### src/rtl/load_data_align_pkg.sv
// Shared definitions for the load alignment path.
//   - RV32I load funct3 codes
//   - FSM state encoding for word-crossing (split) loads
//   - is_crossing(): true when a load of the given size at byte offset
//     off would straddle two BRAM words and needs two reads
package load_pkg;

    localparam int XLEN = 32;

    localparam logic [2:0] F3_LB  = 3'd0;
    localparam logic [2:0] F3_LH  = 3'd1;
    localparam logic [2:0] F3_LW  = 3'd2;
    localparam logic [2:0] F3_LBU = 3'd4;
    localparam logic [2:0] F3_LHU = 3'd5;

    typedef enum logic [1:0] {
        ST_IDLE = 2'd0,
        ST_LO   = 2'd1,
        ST_HI   = 2'd2
    } state_t;

    // Illegal funct3 codes are never crossing: they take the single-read path.
    function automatic logic is_crossing(input logic [2:0] funct3, input logic [1:0] off);
        logic crossing;
        crossing = 1'b0;
        case (funct3)
            F3_LH, F3_LHU: crossing = (off == 2'd3);
            F3_LW:         crossing = (off != 2'd0);
            default:       crossing = 1'b0;
        endcase
        return crossing;
    endfunction

endpackage

### src/rtl/load_data_align_extend.sv
// Combinational extractor: picks the byte/half/word starting at byte
// offset off out of the 64-bit window {hi, lo} and sign/zero-extends it.
// Ports:
//   hi, lo  : upper/lower memory words (hi only matters for split loads)
//   off     : byte offset of the load within lo
//   funct3  : RV32I load funct3
//   data    : aligned, extended result (0 for illegal funct3)
//   err     : funct3 is not a legal load encoding
module load_extend
    import load_pkg::*;
(
    input  logic [XLEN-1:0] hi,
    input  logic [XLEN-1:0] lo,
    input  logic [1:0]      off,
    input  logic [2:0]      funct3,
    output logic [XLEN-1:0] data,
    output logic            err
);

    logic [XLEN-1:0] win;

    always_comb begin
        win  = XLEN'({hi, lo} >> {off, 3'b000});
        data = '0;
        err  = 1'b0;
        case (funct3)
            F3_LB:   data = {{24{win[7]}}, win[7:0]};
            F3_LBU:  data = {24'h0, win[7:0]};
            F3_LH:   data = {{16{win[15]}}, win[15:0]};
            F3_LHU:  data = {16'h0, win[15:0]};
            F3_LW:   data = win;
            default: err  = 1'b1;
        endcase
    end

endmodule

### src/rtl/load_data_align.sv
// Load data alignment for the EXM/WB path. Issues word-aligned reads to a
// synchronous BRAM (1-cycle latency) and returns the aligned, extended load.
// Non-crossing loads are fully pipelined (latency 2); loads that straddle a
// word boundary are split into two reads through the IDLE/LO/HI FSM
// (latency 3, busy high for 2 cycles).
// Ports:
//   clk, rst              : clock, synchronous active-high reset
//   req_valid/funct3/addr : load request, accepted when !busy && !stall
//   stall                 : freezes every register; suppresses BRAM reads
//   busy                  : split load in flight (state != IDLE)
//   mem_en, mem_addr      : BRAM read enable and word-aligned read address
//   mem_rdata             : BRAM read data, one cycle after mem_addr
//   rsp_valid/data/err    : registered load result
//
// Handshake: a request is taken on a rising edge where req_valid && !busy &&
// !stall; otherwise the caller must keep it asserted and unchanged.
module load_data_align
    import load_pkg::*;
#(
    parameter int AWIDTH = 32,
    parameter int DWIDTH = 32
) (
    input  logic              clk,
    input  logic              rst,
    input  logic              req_valid,
    input  logic [2:0]        req_funct3,
    input  logic [AWIDTH-1:0] req_addr,
    input  logic              stall,
    output logic              busy,
    output logic              mem_en,
    output logic [AWIDTH-1:0] mem_addr,
    input  logic [DWIDTH-1:0] mem_rdata,
    output logic              rsp_valid,
    output logic [DWIDTH-1:0] rsp_data,
    output logic              rsp_err
);

    state_t            state;
    state_t            state_nx;
    logic              s1_valid;
    logic [2:0]        s1_funct3;
    logic [1:0]        s1_off;
    logic [AWIDTH-1:0] s1_waddr;
    logic [DWIDTH-1:0] lo_buf;

    logic              accept;
    logic              crossing;
    logic              rsp_load;
    logic [DWIDTH-1:0] ext_hi;
    logic [DWIDTH-1:0] ext_lo;
    logic [DWIDTH-1:0] ext_data;
    logic              ext_err;

    assign busy     = (state != ST_IDLE);
    assign mem_en   = !stall;
    assign accept   = req_valid && !busy && !stall;
    assign crossing = is_crossing(req_funct3, req_addr[1:0]);
    // A response is produced either by the pipelined path or the HI step.
    assign rsp_load = s1_valid || (state == ST_HI);

    // Read address: the request word while idle, the following word
    // (wrapping modulo 2^AWIDTH) during a split load.
    always_comb begin
        mem_addr = {req_addr[AWIDTH-1:2], 2'b00};
        if (state != ST_IDLE) begin
            mem_addr = s1_waddr + AWIDTH'(4);
        end
    end

    always_comb begin
        state_nx = state;
        case (state)
            ST_IDLE: if (accept && crossing) state_nx = ST_LO;
            ST_LO:   state_nx = ST_HI;
            ST_HI:   state_nx = ST_IDLE;
            default: state_nx = ST_IDLE;
        endcase
    end

    // In HI the returning word is the upper half of the window; otherwise
    // the returning word is the only one needed and hi is a don't-care.
    always_comb begin
        ext_lo = mem_rdata;
        ext_hi = mem_rdata;
        if (state == ST_HI) begin
            ext_lo = lo_buf;
        end
    end

    load_extend u_extend (
        .hi     (ext_hi),
        .lo     (ext_lo),
        .off    (s1_off),
        .funct3 (s1_funct3),
        .data   (ext_data),
        .err    (ext_err)
    );

    always_ff @(posedge clk) begin
        if (rst) begin
            state     <= ST_IDLE;
            s1_valid  <= 1'b0;
            s1_funct3 <= '0;
            s1_off    <= '0;
            s1_waddr  <= '0;
            lo_buf    <= '0;
            rsp_valid <= 1'b0;
            rsp_data  <= '0;
            rsp_err   <= 1'b0;
        end else if (!stall) begin
            state    <= state_nx;
            s1_valid <= accept && !crossing;
            // The s1 fields double as the split-load context while busy.
            if (accept) begin
                s1_funct3 <= req_funct3;
                s1_off    <= req_addr[1:0];
                s1_waddr  <= {req_addr[AWIDTH-1:2], 2'b00};
            end
            if (state == ST_LO) begin
                lo_buf <= mem_rdata;
            end
            rsp_valid <= rsp_load;
            if (rsp_load) begin
                rsp_data <= ext_data;
                rsp_err  <= ext_err;
            end
        end
    end

endmodule

### config.mk
export PLATFORM = sky130hd
export DESIGN_NAME = load_data_align
export DESIGN_NICKNAME = d
export VERILOG_FILES = /design/src/rtl/load_data_align_pkg.sv /design/src/rtl/load_data_align_extend.sv /design/src/rtl/load_data_align.sv
export SDC_FILE = /design/constraint.sdc
export NUM_CORES = 1
export LEC_CHECK = 0
export ABC_CLOCK_PERIOD_IN_PS = 3330
export CORE_AREA = 2 2 158 160
export CTS_BUF_LIST = sky130_fd_sc_hd__clkbuf_4
export CTS_CLUSTER_SIZE = 8
export DETAILED_ROUTE_END_ITERATION = 8
export DIE_AREA = 0 0 160 162
export GPL_TIMING_DRIVEN = 0
export MAX_ROUTING_LAYER = met4
export PLACE_DENSITY = 0.55
export SYNTH_ARGS = -nofsm -noshare
export SYNTH_HDL_FRONTEND = slang
export SYNTH_SLANG_ARGS = --single-unit
export TNS_END_PERCENT = 30
### constraint.sdc
create_clock -name clk -period 3.33 [get_ports clk]
set_input_delay 0.666 -clock clk [delete_from_list [all_inputs] [get_ports clk]]
set_output_delay 0.666 -clock clk [all_outputs]
set_load 0.02 [all_outputs]
==> summary.txt, run 1 <==
Core Region -> 24,100 um^2
Remaining DRCs -> 0
Post-synthesis sequential area ratio -> 34.9%
Layout cell share with drive strength beyond 1 -> 9.81%
P per Cell Area -> 334 nW/um^2
Die height -> 162 um
Hold-fix buffers, CTS -> 0
CTS tree -> yes
Worst-path clk slew -> 0.19 ns
Drt pass-1 iters -> 4
Required @ worst endpoint -> 2.66 ns
Final core utilization -> 32.7%
Post-synth top area share -> 34.9%
Gr ovfl total -> 0
Yosys top cell by area -> dfxtp_1
TritonCTS buffer count -> 9
Filler Cells Inserted -> 2,662
Wire length per cell -> 16.9 um
# IOs -> 139
R2r worst-path depth -> 6
Pins Over Slew Limit -> 0
CP startpoint kind -> flip-flop
Unrepaired setup endpoints after global routing -> true
Detailed router's first-iteration violation count -> 445
Reg area -> 2090 um^2
CTS Buffer Depth -> 2
Final wirelength -> 21.3 mm
Tightest Pin Transition -> 0.772 ns
Std cell rows -> 57
Via count -> 6,179
Via/cell ratio -> 4.89
WP data arrival -> 2.59 ns
CP endpoint kind -> output port
Peak VDD IR -> 0.166 mV
Ys Warns -> 0
Synth unique cells -> 56
Syn Area/Cell -> 7.59 um^2
CP peak stage delay -> 0.68 ns
Post-synth EDFFs -> 0
Clk_lat worst skew -> 0.50 ns
First-pass GRT wire length -> 33.3 mm
Layout area overhead -> 32.1%
Largest net degree at the start of global routing -> 21
Crit path max fanout -> 10
Fin Clk Skew -> 0.0151 ns
Area of the multi-input gates -> 3580 um^2
Initial antenna violation count -> 1
Synthesized cell area -> 5960 um^2
Main area contributors after synthesis -> dfxtp_1 (35%), nand2_1 (15%), a21oi_1 (6.5%)
Gpl congestion -> 0.932
Nets@finish -> 1,005
Design Power -> 2.63 mW
H-tree levels -> 3
Post-layout min period -> 3.26 ns
Synth Instances -> 785
Total of max-cap violations -> 0
Post-DP HPWL -> 16.4 mm
Post-synth ARST share -> 0%
Initial core utilization -> 24.7%
Status -> finished clean
F_max -> 307 MHz
Crit-path slowest cell -> clkdlybuf4s50_1
Vias in the first global route -> 5,911
Fin. Hold Viols -> 0
Final Cycle Share -> 97.9%
Die X -> 160 um
Die Footprint -> 25,900 um^2
Worst min path class -> flip-flop to flip-flop
Max-slew headroom -> 47.0%
IO Port Bufs -> 135
# setup viols final -> 0
Top_reg_cell synth -> dfxtp_1
#FFs+latches synth -> 104
Crit path cell chain -> nor2_4 > clkbuf_1 > nand2_1 > o21ai_0 > clkdlybuf4s50_1
Kind of critical path -> flip-flop to output port
GR Util All Layers -> 16.7%
Leak -> 2.90 nW
Routed Antenna Nets -> 0
Clk sinks -> 104
Hold path depth -> 2
Root Buffer -> clkbuf_4
==> worst paths after layout <==
path                     startpoint                        end  slack (ns)
max reg2reg  s1_off[0]$_SDFFE_PP0P_  rsp_data[13]$_SDFFE_PP0P_        0.98
min          lo_buf[8]$_SDFFE_PP0P_     lo_buf[8]$_SDFFE_PP0P_        0.47
max           state[0]$_SDFFE_PP0P_                mem_addr[4]        0.07
min reg2reg  lo_buf[8]$_SDFFE_PP0P_     lo_buf[8]$_SDFFE_PP0P_        0.47
==> worst max-delay path: cells and delay by family (launching register included) <==
| kind | cells | cell delay (ns) |
|---|---|---|
| buffers and inverters | 2 | 1.14 |
| and+or+nand+nor | 2 | 0.34 |
| AOI/OAI and AO/OA | 1 | 0.17 |
| DFF | 1 | 0.44 |
==> synth_stat cells (all sizes together) (3+ instances only) <==
library cell,count
a32o,7
a21oi,77
a22oi,8
o211ai,8
inv,10
xor2,10
clkbuf,40
a32oi,9
dfxtp,104
o21ai,42
nand2b,3
a221oi,6
nor4,5
and2,3
nor3,10
nor2,39
nand2,241
and3,7
and4,4
xnor2,17
and3b,3
nand3,30
nor2b,3
nand4,9
mux2i,31
a211oi,11
a2111oi,3
buf,19
mux4,9
==> state kept, by name (all words and copies together), names as in the netlist <==
register,flops
s1_valid,1
lo_buf,32
rsp_data,32
rsp_valid,1
s1_off,2
state,2
rsp_err,1
s1_funct3,3
s1_waddr,30
==> layer usage <==
| layer | part of all wire [%] | track usage (%) | up-vias |
|---|---|---|---|
| li1 | - | - | 3016 |
| met1 | 48 | 22.9 | 2922 |
| met2 | 44 | 25.0 | 208 |
| met3 | 4.8 | 2.43 | 33 |
| met4 | 2.6 | 6.31 | 0 |
| met5 | 0 | - | - |
==> placed cells by master (no fill, tap or decap), drive strengths merged, types with 10 or more instances in the layout <==
cell type      instances
nand2                241
clkdlybuf4s50        114
dfxtp                104
a21oi                 77
clkbuf                60
o21ai                 42
nor2                  39
mux2i                 31
nand3                 30
buf                   23
xnor2                 17
inv                   14
a211oi                11
xor2                  10
nor3                  10
==> report_power, final <==
part	internal (mW)	total, mW	leakage [nW]	switching, mW
clock network	0.253	0.779	0.0877	0.526
registers	1.28	1.32	0.847	0.0347
logic	0.227	0.531	1.96	0.304
==> area by class of cell <==
class	count	share of cell area, %
antenna	1	0.0318
buffer	58	3.61
clock buffer	9	0.858
clock inverter	7	1.21
inverter	11	0.525
multi-input combinational	612	45.5
sequential	104	26.6
tap	324	5.15
timing repair buffer	137	16.5
==> logic make-up after synthesis <==
logic type               synth area share (%)
AO/OA/AOI/OAI                            19.0
flip-flops                               34.9
buffers and inverters                    5.48
adder cells (fa/ha/maj)                 0.210
AND/OR/NAND/NOR                          27.5
XOR/XNOR                                 3.97
multiplexers                             8.80
other                                  0.0629
==> repair_timing <==
item,4_1_cts,5_1_grt
endpoints found under the setup margin,27,24
buffers inserted,1,1
endpoints found under the hold margin,0,0
gates resized for setup,36,42
pin swaps,2,0
==> through the flow <==
stage	std cells	setup TNS, ns	hold slack (ns)	setup slack (ns)	instance area [um^2]
6_report	1263	0	0.470	0.0693	7870
2_1_floorplan	786	0	0.436	0.772	5960
5_1_grt	1263	-0.293	0.491	-0.101	7870
3_5_place_dp	1245	0	0.446	0.0339	7720
3_3_place_gp	1245	0	0.443	0.00336	7720
4_1_cts	1261	-0.198	0.470	-0.198	7900
Note: power is estimated with default switching activity, not from simulation.
==> run 2, diff against run 1 <==
--- a/config.mk
+++ b/config.mk
@@ -6,6 +6,7 @@
 export NUM_CORES = 1
 export LEC_CHECK = 0
 export ABC_CLOCK_PERIOD_IN_PS = 3330
+export CAP_MARGIN = 25
 export CORE_AREA = 2 2 158 160
 export CTS_BUF_LIST = sky130_fd_sc_hd__clkbuf_4
 export CTS_CLUSTER_SIZE = 8
==> results of run 2 <==
Same layout as run 1: the final DEF is identical, and so are final timing and power.
==> run 3, diff against run 2 <==
--- a/config.mk
+++ b/config.mk
@@ -7,11 +7,11 @@
 export LEC_CHECK = 0
 export ABC_CLOCK_PERIOD_IN_PS = 3330
 export CAP_MARGIN = 25
-export CORE_AREA = 2 2 158 160
+export CORE_AREA = 2 2 151 167
 export CTS_BUF_LIST = sky130_fd_sc_hd__clkbuf_4
 export CTS_CLUSTER_SIZE = 8
 export DETAILED_ROUTE_END_ITERATION = 8
-export DIE_AREA = 0 0 160 162
+export DIE_AREA = 0 0 153 169
 export GPL_TIMING_DRIVEN = 0
 export MAX_ROUTING_LAYER = met4
 export PLACE_DENSITY = 0.55
==> run 3 against run 2 <==
First-iteration DRC count shrank 5.8%. Die area shrank 0.24%. Clock power shrank 17%. Non-clock buffer count is the same. Sequential power is essentially flat.
==> summary.txt, run 3 (synthesis results as in run 1) <==
Hold EP -> lo_buf[8]$_SDFFE_PP0P_
Drt pass-1 iters -> 5 (+1)
Clk sinks -> 104 (unchanged)
First-pass GRT wire length -> 32.4 mm (-2.9%)
Peak VDD IR -> 0.137 mV (-17%)
Die height -> 169 um (+4.3%)
R2r worst-path depth -> 6 (unchanged)
Total of max-cap violations -> 0 (unchanged)
CTS tree -> yes
Largest net degree at the start of global routing -> 18 (-14%)
Via count -> 6,004 (-2.8%)
Tightest Pin Transition -> 0.743 ns (-0.0296 ns)
Gr ovfl total -> 0 (unchanged)
TritonCTS buffer count -> 9 (unchanged)
Post-layout min period -> 3.23 ns (-0.0267 ns)
Layout cell share with drive strength beyond 1 -> 9.49% (-0.32 points)
Kind of critical path -> flip-flop to output port
Status -> finished clean
Initial core utilization -> 24.6% (-0.15 points)
WP data arrival -> 2.57 ns (-0.02 ns)
# setup viols final -> 0 (unchanged)
Most frequent cells in the layout -> nand2_1 (241), clkdlybuf4s50_1 (115), dfxtp_1 (97)
P per Cell Area -> 319 nW/um^2 (-4.7%)
IO Port Bufs -> 135 (unchanged)
CP delay by family, top -> simple AND/OR/NAND/NOR gates
CP peak stage delay -> 0.56 ns (-0.12 ns)
Hold path depth -> 2 (unchanged)
Remaining DRCs -> 0 (unchanged)
Flop2flop setup slack -> 1.01 ns (+0.03 ns)
Post-DP HPWL -> 16.0 mm (-2.6%)
Total negative slack -> 0 ns (unchanged)
GR Util All Layers -> 16.2% (-0.49 points)
Routed Antenna Nets -> 0 (unchanged)
Die Footprint -> 25,900 um^2 (-0.24%)
Die X -> 153 um (-4.4%)
Detailed router's first-iteration violation count -> 419 (-5.8%)
Worst r2r dst -> rsp_data[10]$_SDFFE_PP0P_
Via/cell ratio -> 4.81 (-1.7%)
Worst r2r src -> s1_off[0]$_SDFFE_PP0P_
Wire length per cell -> 16.3 um (-3.3%)
Fin. Hold Viols -> 0 (unchanged)
Core Region -> 24,200 um^2 (+0.59%)
Pins Over Slew Limit -> 0 (unchanged)
Vias in the first global route -> 5,814 (-1.6%)
Hold-fix buffers, CTS -> 0 (unchanged)
Unrepaired setup endpoints after global routing -> true
F_max -> 309 MHz (+0.82%)
Final wirelength -> 20.4 mm (-4.3%)
Nets@finish -> 1,005 (unchanged)
Worst min path class -> flip-flop to flip-flop
Crit-path slowest cell -> or4_4
Max-slew headroom -> 49.1% (+2.0 points)
Final Cycle Share -> 97.1% (-0.80 points)
Root Buffer -> clkbuf_4
Std cell rows -> 60 (+5.3%)
Initial antenna violation count -> 1 (unchanged)
Hold Path Origin -> lo_buf[8]$_SDFFE_PP0P_
H-tree levels -> 3 (unchanged)
Clk_lat worst skew -> 0.50 ns (about the same)
Filler Cells Inserted -> 2,584 (-2.9%)
CP endpoint kind -> output port
CP startpoint kind -> flip-flop
Crit path cell chain -> ha_1 > nand4_1 > or4_4 > o21ai_0 > a31oi_1 > dlygate4sd2_1
Gpl congestion -> 0.893 (-4.2%)
CP bufs+invs -> 1 (-1)
Worst-path clk slew -> 0.19 ns (about the same)
# IOs -> 139 (unchanged)
Design Power -> 2.49 mW (-5.2%)
Fin Clk Skew -> 0.0265 ns (+0.0114 ns)
CTS Buffer Depth -> 2 (unchanged)
Commonest non-fill, non-tap cell in the layout -> nand2_1
Layout area overhead -> 31.3%
Crit path max fanout -> 5 (-5)
Largest registers -> lo_buf: 32 flops, rsp_data: 32 flops, s1_waddr: 30 flops
Leak -> 2.87 nW (-1.1%)
Required @ worst endpoint -> 2.66 ns (about the same)
-- run 3: changes by cell type in the layout (fill, tap and decap cells not counted), moves of 2 or more --
cell and delta:
inv_8 -2, clkbuf_4 +2, clkinvlp_4 +2, clkbuf_2 -4, clkdlybuf4s15_1 +2
-- run 3: repair_timing --
item,CTS,global route
gates resized for setup,40,34
gates cloned,0,0
pin swaps,2,0
setup buffers,2,0
setup endpoints to repair,25,23
-- run 3: per-layer routing --
metal	vias to the layer above	share of wire, %	global-route usage (%)
met2	186	45	25.7
met1	2760	48	21.3
met3	31	4.7	2.48
met5	-	0	-
met4	0	2.3	5.48
li1	3027	-	-
-- run 3: layout make-up --
class	instances	area, um^2	area share [%]
diodes	1	2.50	0.0320
plain buffers	58	284	3.63
clock buffers	11	82.6	1.05
clock inverters	5	41.3	0.527
inverters	11	41.3	0.527
multi-input cells	612	3580	45.7
flip-flops and latches	104	2090	26.7
well taps	310	388	4.96
repair buffers	137	1320	16.8
-- run 3: stage by stage --
stage	setup WS (ns)	instances	hold WS (ns)	util (%)	cell area, um^2
2_1_floorplan	0.772	786	0.436	-	5960
3_3_place_gp	0.0454	1231	0.442	31.8	7700
5_1_grt	-0.0614	1249	0.484	32.3	7830
4_1_cts	-0.252	1248	0.469	32.4	7850
6_report	0.0960	1249	0.472	32.3	7830
3_5_place_dp	0.0396	1231	0.448	31.8	7700
-- run 3: worst max path at each step --
stage,from,end,slack (ns),cells past startpoint
floorplan,s1_waddr[2]$_SDFFE_PP0P_,mem_addr[26],0.77,6
global placement,state[0]$_SDFFE_PP0P_,mem_addr[28],0.05,6
detailed placement,state[0]$_SDFFE_PP0P_,mem_addr[28],0.04,6
CTS,s1_waddr[5]$_SDFFE_PP0P_,mem_addr[27],-0.25,6
global route,state[0]$_SDFFE_PP0P_,mem_addr[5],-0.06,5
finish,s1_waddr[2]$_SDFFE_PP0P_,mem_addr[24],0.1,6
-- run 3: power by group --
group	switching, mW	internal, mW	total, mW
Clock	0.472	0.177	0.650
Combinational	0.296	0.229	0.525
Sequential	0.0343	1.28	1.32
-- run 3: worst reg2reg max path, delay by kind of cell, from the launching register on --
| family | cells | cell delay (ns) |
|---|---|---|
| flip-flops | 1 | 0.37 |
| AND/OR/NAND/NOR | 3 | 0.79 |
| buffers and inverters | 2 | 0.79 |
| AO/OA/AOI/OAI | 1 | 0.28 |
